**config.mk**
```make
export PLATFORM = sky130hd
export DESIGN_NAME = rotate_sdram_port
export DESIGN_NICKNAME = d
export VERILOG_FILES = /design/src/rtl/rotate_pkg.sv /design/src/rtl/rotate_addr_gen.sv /design/src/rtl/rotate_sdram_port.sv
export SDC_FILE = /design/constraint.sdc
export NUM_CORES = 1
export LEC_CHECK = 0
export BUFFER_PORTS_ARGS = -buffer_cell sky130_fd_sc_hd__buf_2
export CORE_MARGIN = 2
export CORE_UTILIZATION = 51
export CTS_BUF_LIST = sky130_fd_sc_hd__clkbuf_16
export DETAILED_ROUTE_END_ITERATION = 12
export GPL_TIMING_DRIVEN = 0
export PLACE_DENSITY = 0.86
export SLEW_MARGIN = 10
export SYNTH_ARGS = -nofsm -noshare
export SYNTH_HDL_FRONTEND = slang
export SYNTH_SLANG_ARGS = --single-unit
export TNS_END_PERCENT = 10
```
**constraint.sdc**
```tcl
create_clock -name clk_sys -period 3 [get_ports clk_sys]
set_input_delay 0.45 -clock clk_sys [delete_from_list [all_inputs] [get_ports clk_sys]]
set_output_delay 0.45 -clock clk_sys [all_outputs]
set_load 0.005 [all_outputs]
```
**src/rtl/rotate_pkg.sv**
```systemverilog
// Shared types and constants for the cornerturn SDRAM port: FSM states, burst defaults and
// the address field layout used by the address builder.
package rotate_pkg;

  localparam int unsigned DefAddrWidth = 21;
  localparam int unsigned DefRdBurst   = 8;
  localparam int unsigned DefWrBurst   = 16;

  localparam int unsigned CoordWidth = 10;
  localparam int unsigned YLsb       = 0;
  localparam int unsigned XLsb       = 10;
  localparam int unsigned FrameBit   = 20;
  // Reads fetch chunks aligned to this many low address bits.
  localparam int unsigned ChunkLsbs  = 3;

  localparam int unsigned CntWidth = 5;

  typedef enum logic [2:0] {
    StIdle,
    StWrSettle,
    StWrReq,
    StRdReq,
    StRdData
  } state_e;

endpackage

```
**src/rtl/rotate_addr_gen.sv**
```systemverilog
// Combinational cornerturn address builder. The frame bit is only honoured when
// ROTATE_DOUBLEBUF_EN is defined; otherwise the block runs single-buffered.
module rotate_addr_gen
  import rotate_pkg::*;
#(
  parameter int unsigned ADDR_WIDTH = DefAddrWidth
) (
  input  logic                  wr_frame_i,
  input  logic [CoordWidth-1:0] wr_row_i,
  input  logic [CoordWidth-1:0] wr_col_i,
  input  logic                  rd_frame_i,
  input  logic [CoordWidth-1:0] rd_row_i,
  input  logic [CoordWidth-1:0] rd_col_i,
  output logic [ADDR_WIDTH-1:0] wr_addr_o,
  output logic [ADDR_WIDTH-1:0] rd_addr_o
);

  logic              wr_frame;
  logic              rd_frame;
  logic [FrameBit:0] wr_full;
  logic [FrameBit:0] rd_full;
  logic              unused_bits;

`ifdef ROTATE_DOUBLEBUF_EN
  assign wr_frame    = wr_frame_i;
  assign rd_frame    = rd_frame_i;
  assign unused_bits = ^rd_col_i[ChunkLsbs-1:0];
`else
  assign wr_frame    = 1'b0;
  assign rd_frame    = 1'b0;
  assign unused_bits = wr_frame_i ^ rd_frame_i ^ (^rd_col_i[ChunkLsbs-1:0]);
`endif

  // Writes store a source column contiguously; reads pull an aligned chunk of a stored row.
  always_comb begin
    wr_full                     = '0;
    wr_full[FrameBit]           = wr_frame;
    wr_full[XLsb +: CoordWidth] = wr_col_i;
    wr_full[YLsb +: CoordWidth] = wr_row_i;

    rd_full                     = '0;
    rd_full[FrameBit]           = rd_frame;
    rd_full[XLsb +: CoordWidth] = rd_row_i;
    rd_full[YLsb +: CoordWidth] = {rd_col_i[CoordWidth-1:ChunkLsbs], {ChunkLsbs{1'b0}}};
  end

  assign wr_addr_o = ADDR_WIDTH'(wr_full);
  assign rd_addr_o = ADDR_WIDTH'(rd_full);

endmodule

```
**src/rtl/rotate_sdram_port.sv**
```systemverilog
// Cornerturn SDRAM port: arbitrates single-word write bursts from video-in against row reads
// for video-out. Define ROTATE_DOUBLEBUF_EN to use the frame bit (double buffering).
module rotate_sdram_port
  import rotate_pkg::*;
#(
  parameter int unsigned ADDR_WIDTH = DefAddrWidth,
  parameter int unsigned RD_BURST   = DefRdBurst,
  parameter int unsigned WR_BURST   = DefWrBurst
) (
  input  logic                  clk_sys,
  input  logic                  reset,
  input  logic                  vidin_req,
  input  logic                  vidin_frame,
  input  logic [9:0]            vidin_row,
  input  logic [9:0]            vidin_col,
  input  logic [15:0]           vidin_d,
  output logic                  vidin_ack,
  input  logic                  vidout_req,
  input  logic                  vidout_frame,
  input  logic [9:0]            vidout_row,
  input  logic [9:0]            vidout_col,
  output logic [15:0]           vidout_d,
  output logic                  vidout_ack,
  output logic                  mem_req,
  output logic                  mem_we,
  output logic [ADDR_WIDTH-1:0] mem_addr,
  output logic [15:0]           mem_d,
  input  logic                  mem_ack,
  input  logic [15:0]           mem_q
);

  localparam logic [CntWidth-1:0] WrLast = CntWidth'(WR_BURST);
  localparam logic [CntWidth-1:0] RdLast = CntWidth'(RD_BURST);

  state_e                state_q, state_d;
  logic                  settle_q, settle_d;
  logic [CntWidth-1:0]   cnt_q, cnt_d;
  logic                  alt_q, alt_d;
  logic                  mem_req_q, mem_req_d;
  logic                  mem_we_q, mem_we_d;
  logic [ADDR_WIDTH-1:0] mem_addr_q, mem_addr_d;
  logic [15:0]           mem_d_q, mem_d_d;
  logic                  vidin_ack_q, vidin_ack_d;
  logic                  vidout_ack_q, vidout_ack_d;
  logic [15:0]           vidout_d_q, vidout_d_d;

  logic [ADDR_WIDTH-1:0] wr_addr;
  logic [ADDR_WIDTH-1:0] rd_addr;
  logic                  ack_valid;
  logic                  start_rd;
  logic [CntWidth-1:0]   cnt_inc;

  rotate_addr_gen #(
    .ADDR_WIDTH(ADDR_WIDTH)
  ) u_addr_gen (
    .wr_frame_i(vidin_frame),
    .wr_row_i  (vidin_row),
    .wr_col_i  (vidin_col),
    .rd_frame_i(vidout_frame),
    .rd_row_i  (vidout_row),
    .rd_col_i  (vidout_col),
    .wr_addr_o (wr_addr),
    .rd_addr_o (rd_addr)
  );

  assign ack_valid = mem_ack & mem_req_q;
  assign cnt_inc   = cnt_q + CntWidth'(1);
  // Writes win, except that a finished write burst owes a pending reader one read burst.
  assign start_rd  = vidout_req & (alt_q | ~vidin_req);

  always_comb begin
    state_d      = state_q;
    settle_d     = settle_q;
    cnt_d        = cnt_q;
    alt_d        = alt_q;
    mem_req_d    = mem_req_q;
    mem_we_d     = mem_we_q;
    mem_addr_d   = mem_addr_q;
    mem_d_d      = mem_d_q;
    vidin_ack_d  = 1'b0;
    vidout_ack_d = 1'b0;
    vidout_d_d   = vidout_d_q;

    unique case (state_q)
      StIdle: begin
        cnt_d    = '0;
        settle_d = 1'b0;
        if (start_rd) begin
          state_d    = StRdReq;
          alt_d      = 1'b0;
          mem_req_d  = 1'b1;
          mem_we_d   = 1'b0;
          mem_addr_d = rd_addr;
        end else if (vidin_req) begin
          state_d = StWrSettle;
          alt_d   = 1'b0;
        end
      end
      StWrSettle: begin
        // Two cycles let the upstream registers advance vidin_d/vidin_col after an ack.
        if (settle_q) begin
          state_d    = StWrReq;
          settle_d   = 1'b0;
          mem_req_d  = 1'b1;
          mem_we_d   = 1'b1;
          mem_addr_d = wr_addr;
          mem_d_d    = vidin_d;
        end else begin
          settle_d = 1'b1;
        end
      end
      StWrReq: begin
        if (ack_valid) begin
          mem_req_d   = 1'b0;
          vidin_ack_d = 1'b1;
          if (cnt_inc == WrLast) begin
            state_d  = StIdle;
            cnt_d    = '0;
            mem_we_d = 1'b0;
            alt_d    = 1'b1;
          end else begin
            state_d = StWrSettle;
            cnt_d   = cnt_inc;
          end
        end
      end
      StRdReq, StRdData: begin
        if (state_q == StRdReq) begin
          state_d = StRdData;
        end
        if (ack_valid) begin
          vidout_ack_d = 1'b1;
          vidout_d_d   = mem_q;
          cnt_d        = cnt_inc;
          if (cnt_inc == RdLast) begin
            state_d   = StIdle;
            cnt_d     = '0;
            mem_req_d = 1'b0;
          end
        end
      end
      default: state_d = StIdle;
    endcase
  end

  always_ff @(posedge clk_sys or posedge reset) begin
    if (reset) begin
      state_q      <= StIdle;
      settle_q     <= 1'b0;
      cnt_q        <= '0;
      alt_q        <= 1'b0;
      mem_req_q    <= 1'b0;
      mem_we_q     <= 1'b0;
      mem_addr_q   <= '0;
      mem_d_q      <= '0;
      vidin_ack_q  <= 1'b0;
      vidout_ack_q <= 1'b0;
      vidout_d_q   <= '0;
    end else begin
      state_q      <= state_d;
      settle_q     <= settle_d;
      cnt_q        <= cnt_d;
      alt_q        <= alt_d;
      mem_req_q    <= mem_req_d;
      mem_we_q     <= mem_we_d;
      mem_addr_q   <= mem_addr_d;
      mem_d_q      <= mem_d_d;
      vidin_ack_q  <= vidin_ack_d;
      vidout_ack_q <= vidout_ack_d;
      vidout_d_q   <= vidout_d_d;
    end
  end

  assign mem_req    = mem_req_q;
  assign mem_we     = mem_we_q;
  assign mem_addr   = mem_addr_q;
  assign mem_d      = mem_d_q;
  assign vidin_ack  = vidin_ack_q;
  assign vidout_ack = vidout_ack_q;
  assign vidout_d   = vidout_d_q;

endmodule

```
[After elaboration in Yosys (flattened, before gate mapping)]
Index checks and enable logic that the tools add are counted.
Operators by class
  add/subtract/negate cells: 1
  multipliers: 0
  div/mod/pow operators: 0
  magnitude comparators: 0
  equal/unequal tests: 13
  shift-type cells: 0
  mux-type cells: 37
  bitwise gates (word level): 4
  reductions and logical operators: 15
Operator list (number)
  21-bit 2-to-1 mux: 2
  21-bit one-hot mux with 2 select lines: 1
  3-bit 2-to-1 mux: 7
  5-bit 2-to-1 mux: 4
  1-bit 2-to-1 mux: 17
  5-bit one-hot mux with 3 select lines: 1
  2-bit != test, second input constant: 6
  3-bit one-hot mux with 4 select lines: 1
  3-bit AND reduction: 3
  3-bit by 2-bit == test with 1-bit output, second input constant: 2
  6-bit AND reduction: 1
  3-bit nonzero test: 2
  5-bit by 1-bit adder with 5-bit output, second input constant: 1
  5-bit by 4-bit == test with 1-bit output, second input constant: 1
  5-bit == test, second input constant: 1
  5-bit AND reduction: 1
  1-bit one-hot mux with 2 select lines: 2
  1-bit one-hot mux with 4 select lines: 1
  2-bit AND reduction: 2
  4-bit AND reduction: 1
  2-bit nonzero test: 2
  4-bit nonzero test: 1
  3-bit by 1-bit == test with 1-bit output, second input constant: 1
  3-bit == test, second input constant: 1
  other kinds (7): 8
Word-level totals
  register bits after elaboration: 67
  bits in latches: 0
  RAM bits: 0
  memory bits (read-only): 0
  input bits: 79
  memories: 0

[Longest topological paths before layout]
  depth in word-level cells: 5
  depth in mapped cells: 7

[By module]
Synthesis repeated with hierarchy kept, for this count alone.
Second synthesis, totals
  cells, all modules: 300
  area total of the unflattened synthesis: 3588.4 um^2
Modules (own cells, without submodules)
  rotate_sdram_port: instances 1, cells each 257, area each 3269.4 um^2, sequential area each 1676.6 um^2
  rotate_addr_gen: instances 1, cells each 43, area each 319.1 um^2, sequential area each 0.0 um^2

[Worst setup path after synthesis]
Ideal clock, no wire load.
  path kind: register to register
  start point: register state_q[1]
  end point: register vidout_d_q[10], in the netlist vidout_d[10]
  setup time: 0.125 ns
  data arrival time: 1.626 ns
  data required time: 2.875 ns
  slack: 1.249 ns
  cell stages (with the launch flop): 7
  path buffers: 2
  period minus slack after synthesis: 1.751 ns
  cells stage by stage: dfrtp_1 > buf_4 > or3b_4 > o21a_4 > nor2_8 > buf_12 > mux2_4
On the way
  cells in the longest elaborated chain, start to end: 3
Ends and longest elaborated chain
  start, declared: RTL line rotate_sdram_port.sv:35  | state_e state_q, state_d;
  start signal, assigned: RTL line rotate_sdram_port.sv:148  | state_q <= StIdle;
  start signal, assigned: RTL line rotate_sdram_port.sv:160  | state_q <= state_d;
  3-bit by 2-bit == test with 1-bit output / 3-bit == test (equally long branches): RTL line rotate_sdram_port.sv:84  | unique case (state_q)
  2-bit OR reduction *: RTL line rotate_sdram_port.sv:84
  2-bit AND reduction (no line) *
  end signal, assigned: RTL line rotate_sdram_port.sv:170  | vidout_d_q <= vidout_d_d;
  end, declared: RTL line rotate_sdram_port.sv:45  | logic [15:0] vidout_d_q, vidout_d_d;
Mark *: on every way between the ends. The rest lies on a longest branch, timed or not.
A chain may end at the register's enable or synchronous reset.

[Worst setup path in the final report]
  start point: register state_q[1]
  end point: register vidout_d_q[12], in the netlist vidout_d[12]
Same word-level chain as after synthesis.

==> results.cfg <==
[synthesis]
ys.flop_type = dfrtp_1
seq_area_frac_synth = 0.544
avgSynthCellArea_um2 = 11.8
yosysTopAreaCellShare = 0.544
syn_nets = 338
synth_cells = 257
synthArstFlopShare = 1.00
synth_largest_area_cell = dfrtp_1
synthTopCellsByArea = dfrtp_1 (54%), mux2_2 (8.9%), mux2i_1 (6.3%)
netlist_area_um2 = 3040
synth_cell_types = 39
ys_warn_count = 0
synth-edff-count = 0
ys_ff_latch = 66

[power]
vdd_drop_max_mv = 0.314
p_per_area_nw_per_um2 = 506
p_total_mw = 2.07
leakage_nw = 2.22

[timing]
rsz0062_at_grt = false
tightestPinTransition_ns = 0.778
finalSetupTns_ns = 0
fin_worst_skew_ns = 0.00722
timing.final.ws_setup_ns = 1.14
timing.hold.ws_ns = 0.276
max_freq_mhz = 539
relSlewSlack = 0.481
setup_violations = 0
fin_crit_sh = 0.619
period_minus_slack_ns = 1.86
final-max-slew-violation-count = 0
hold_viol = 0

[critical_path]
arrival_ns = 2.06
end_kind = flip-flop
critPathRequiredTime_ns = 3.20
path_max_fanout = 10
worstSetupStartpointType = flip-flop
crit_type = flip-flop to flip-flop

[global_routing]
grt_max_degree = 67
grt_usage = 0.232
grt_pass1_wl_mm = 11.3
antenna_found_initial = 0
grt_pass1_vias = 2433
gr-total-overflow = 0

[cells_and_area]
synthToLayoutAreaGrowth_pct = 35.0
final_common_cell = buf_2
final_area_um2 = 4100
nets = 478
fin_cells = 477
final_cell_mix = buf_2 (136), dfrtp_1 (66), nand2_1 (33), o21ai_0 (28), mux2_2 (24)
antennaDiodeCount = 0
drive_above_1_share = 0.483
fin_util = 0.700
fillers = 399

[clocking]
cts_setup_buffers = 0
cts_root_buf = clkbuf_16
clkTransAtPathRegs_ns = 0.06
cts_tree = built
cts_hold_buf = 0
clk_path_buf_depth = 2
htreeDepth = 3
clk-insertion-delay-late_ns = 0.32
cts_buffers = 9
cts_num_sinks = 66
cts-resized-gates = 0

[placement]
dp.cells = 461
pre_cts_slack_ns = 1.14
post_dp_cell_area_um2 = 3780
port_buffers = 129
place_hpwl_mm = 5.03
gp_congestion = 0.928

[drt]
vias = 2555
wl_per_cell_um = 15.2
remaining_drc_errors = 0
vias_per_cell = 5.36
final_antenna_net_count = 0
wl_mm = 7.25
drt_iter0_drc = 138
dr.pass1.iters = 4

[die]
io_pins = 136
die_area_um2 = 6580
die_h_um = 81.1
core_um2 = 5850
die_width_um = 81.1
rows = 28
start_util = 0.519

[status]
outcome = finished, final reports clean

[job]
maxCapViolCount = 0

[worst_hold_path]
holdCritPathClass = input pin to asynchronous set/reset pin
[layout make-up]
class                           instances  area, µm²  share of cell area
Sequential cell                        66       1650               0.403
Multi-Input combinational cell        173       1280               0.312
Timing Repair Buffer                  129        646               0.158
Clock buffer                            9        225              0.0550
Clock inverter                          7       93.8              0.0229
Tap cell                               75       93.8              0.0229
Buffer                                 14       88.8              0.0217
Inverter                                4       17.5             0.00428
[state kept, by name (all words and copies together), names as in the netlist]
name / count
vidout_ack: 1
mem_addr: 20
alt_q: 1
state_q: 3
cnt_q: 5
vidin_ack: 1
mem_d: 16
settle_q: 1
mem_req: 1
mem_we: 1
vidout_d: 16
[cell usage after synthesis (4+ instances only)]
library cell / n
inv_1: 4
mux2i_1: 19
a21oi_1: 6
mux2_4: 9
o21ai_0: 28
nand3_1: 4
buf_2: 7
and2_1: 5
nor2_1: 7
nand2_1: 33
dfrtp_1: 66
mux2_2: 24
a22o_1: 5
[report_power, final]
part,total (mW),internal [mW],switching [mW]
clock,1.11,0.725,0.382
sequential,0.891,0.891,0
combinational,0.0765,0.0394,0.0371
[worst max-delay path, stage by stage, from the launching register on]
cell	delay [ns]
dfrtp_1	0.37
buf_4	0.17
or3b_4	0.40
o21a_4	0.16
nor2_8	0.16
buf_12	0.17
mux2_4	0.30
[final timing paths]
check | end | cells past startpoint | from | slack (ns)
worst max-delay path | vidout_d[12] | 6 | state_q[1] | 1.14
worst max register to register | vidout_d[12] | 6 | state_q[1] | 1.14
worst min-delay path | mem_d[0] | 2 | reset | 0.28
min in group clk_sys | mem_d[4] | 2 | vidin_d[4] | 0.35
max in group asynchronous | mem_addr[5] | 2 | reset | 2.21
worst min register to register | mem_addr[18] | 2 | mem_addr[18] | 0.48
[logic make-up after synthesis]
family	Yosys count	synth area share
flops	66	0.544
buf+inv	18	0.0342
other cells	1	0.00124
compound gates	55	0.115
fa+ha+maj	2	0.00824
mux	52	0.196
simple gates	63	0.101
[layer usage]
metal / part of all wire / track usage / vias to the layer above
li1: - / - / 1192
met1: 0.41 / 0.270 / 1239
met2: 0.51 / 0.404 / 119
met3: 0.074 / 0.0778 / 5
met4: 0.0066 / 0.0695 / 0
met5: 0 / 0 / -
No activity file was read; power rests on OpenSTA's default activity.
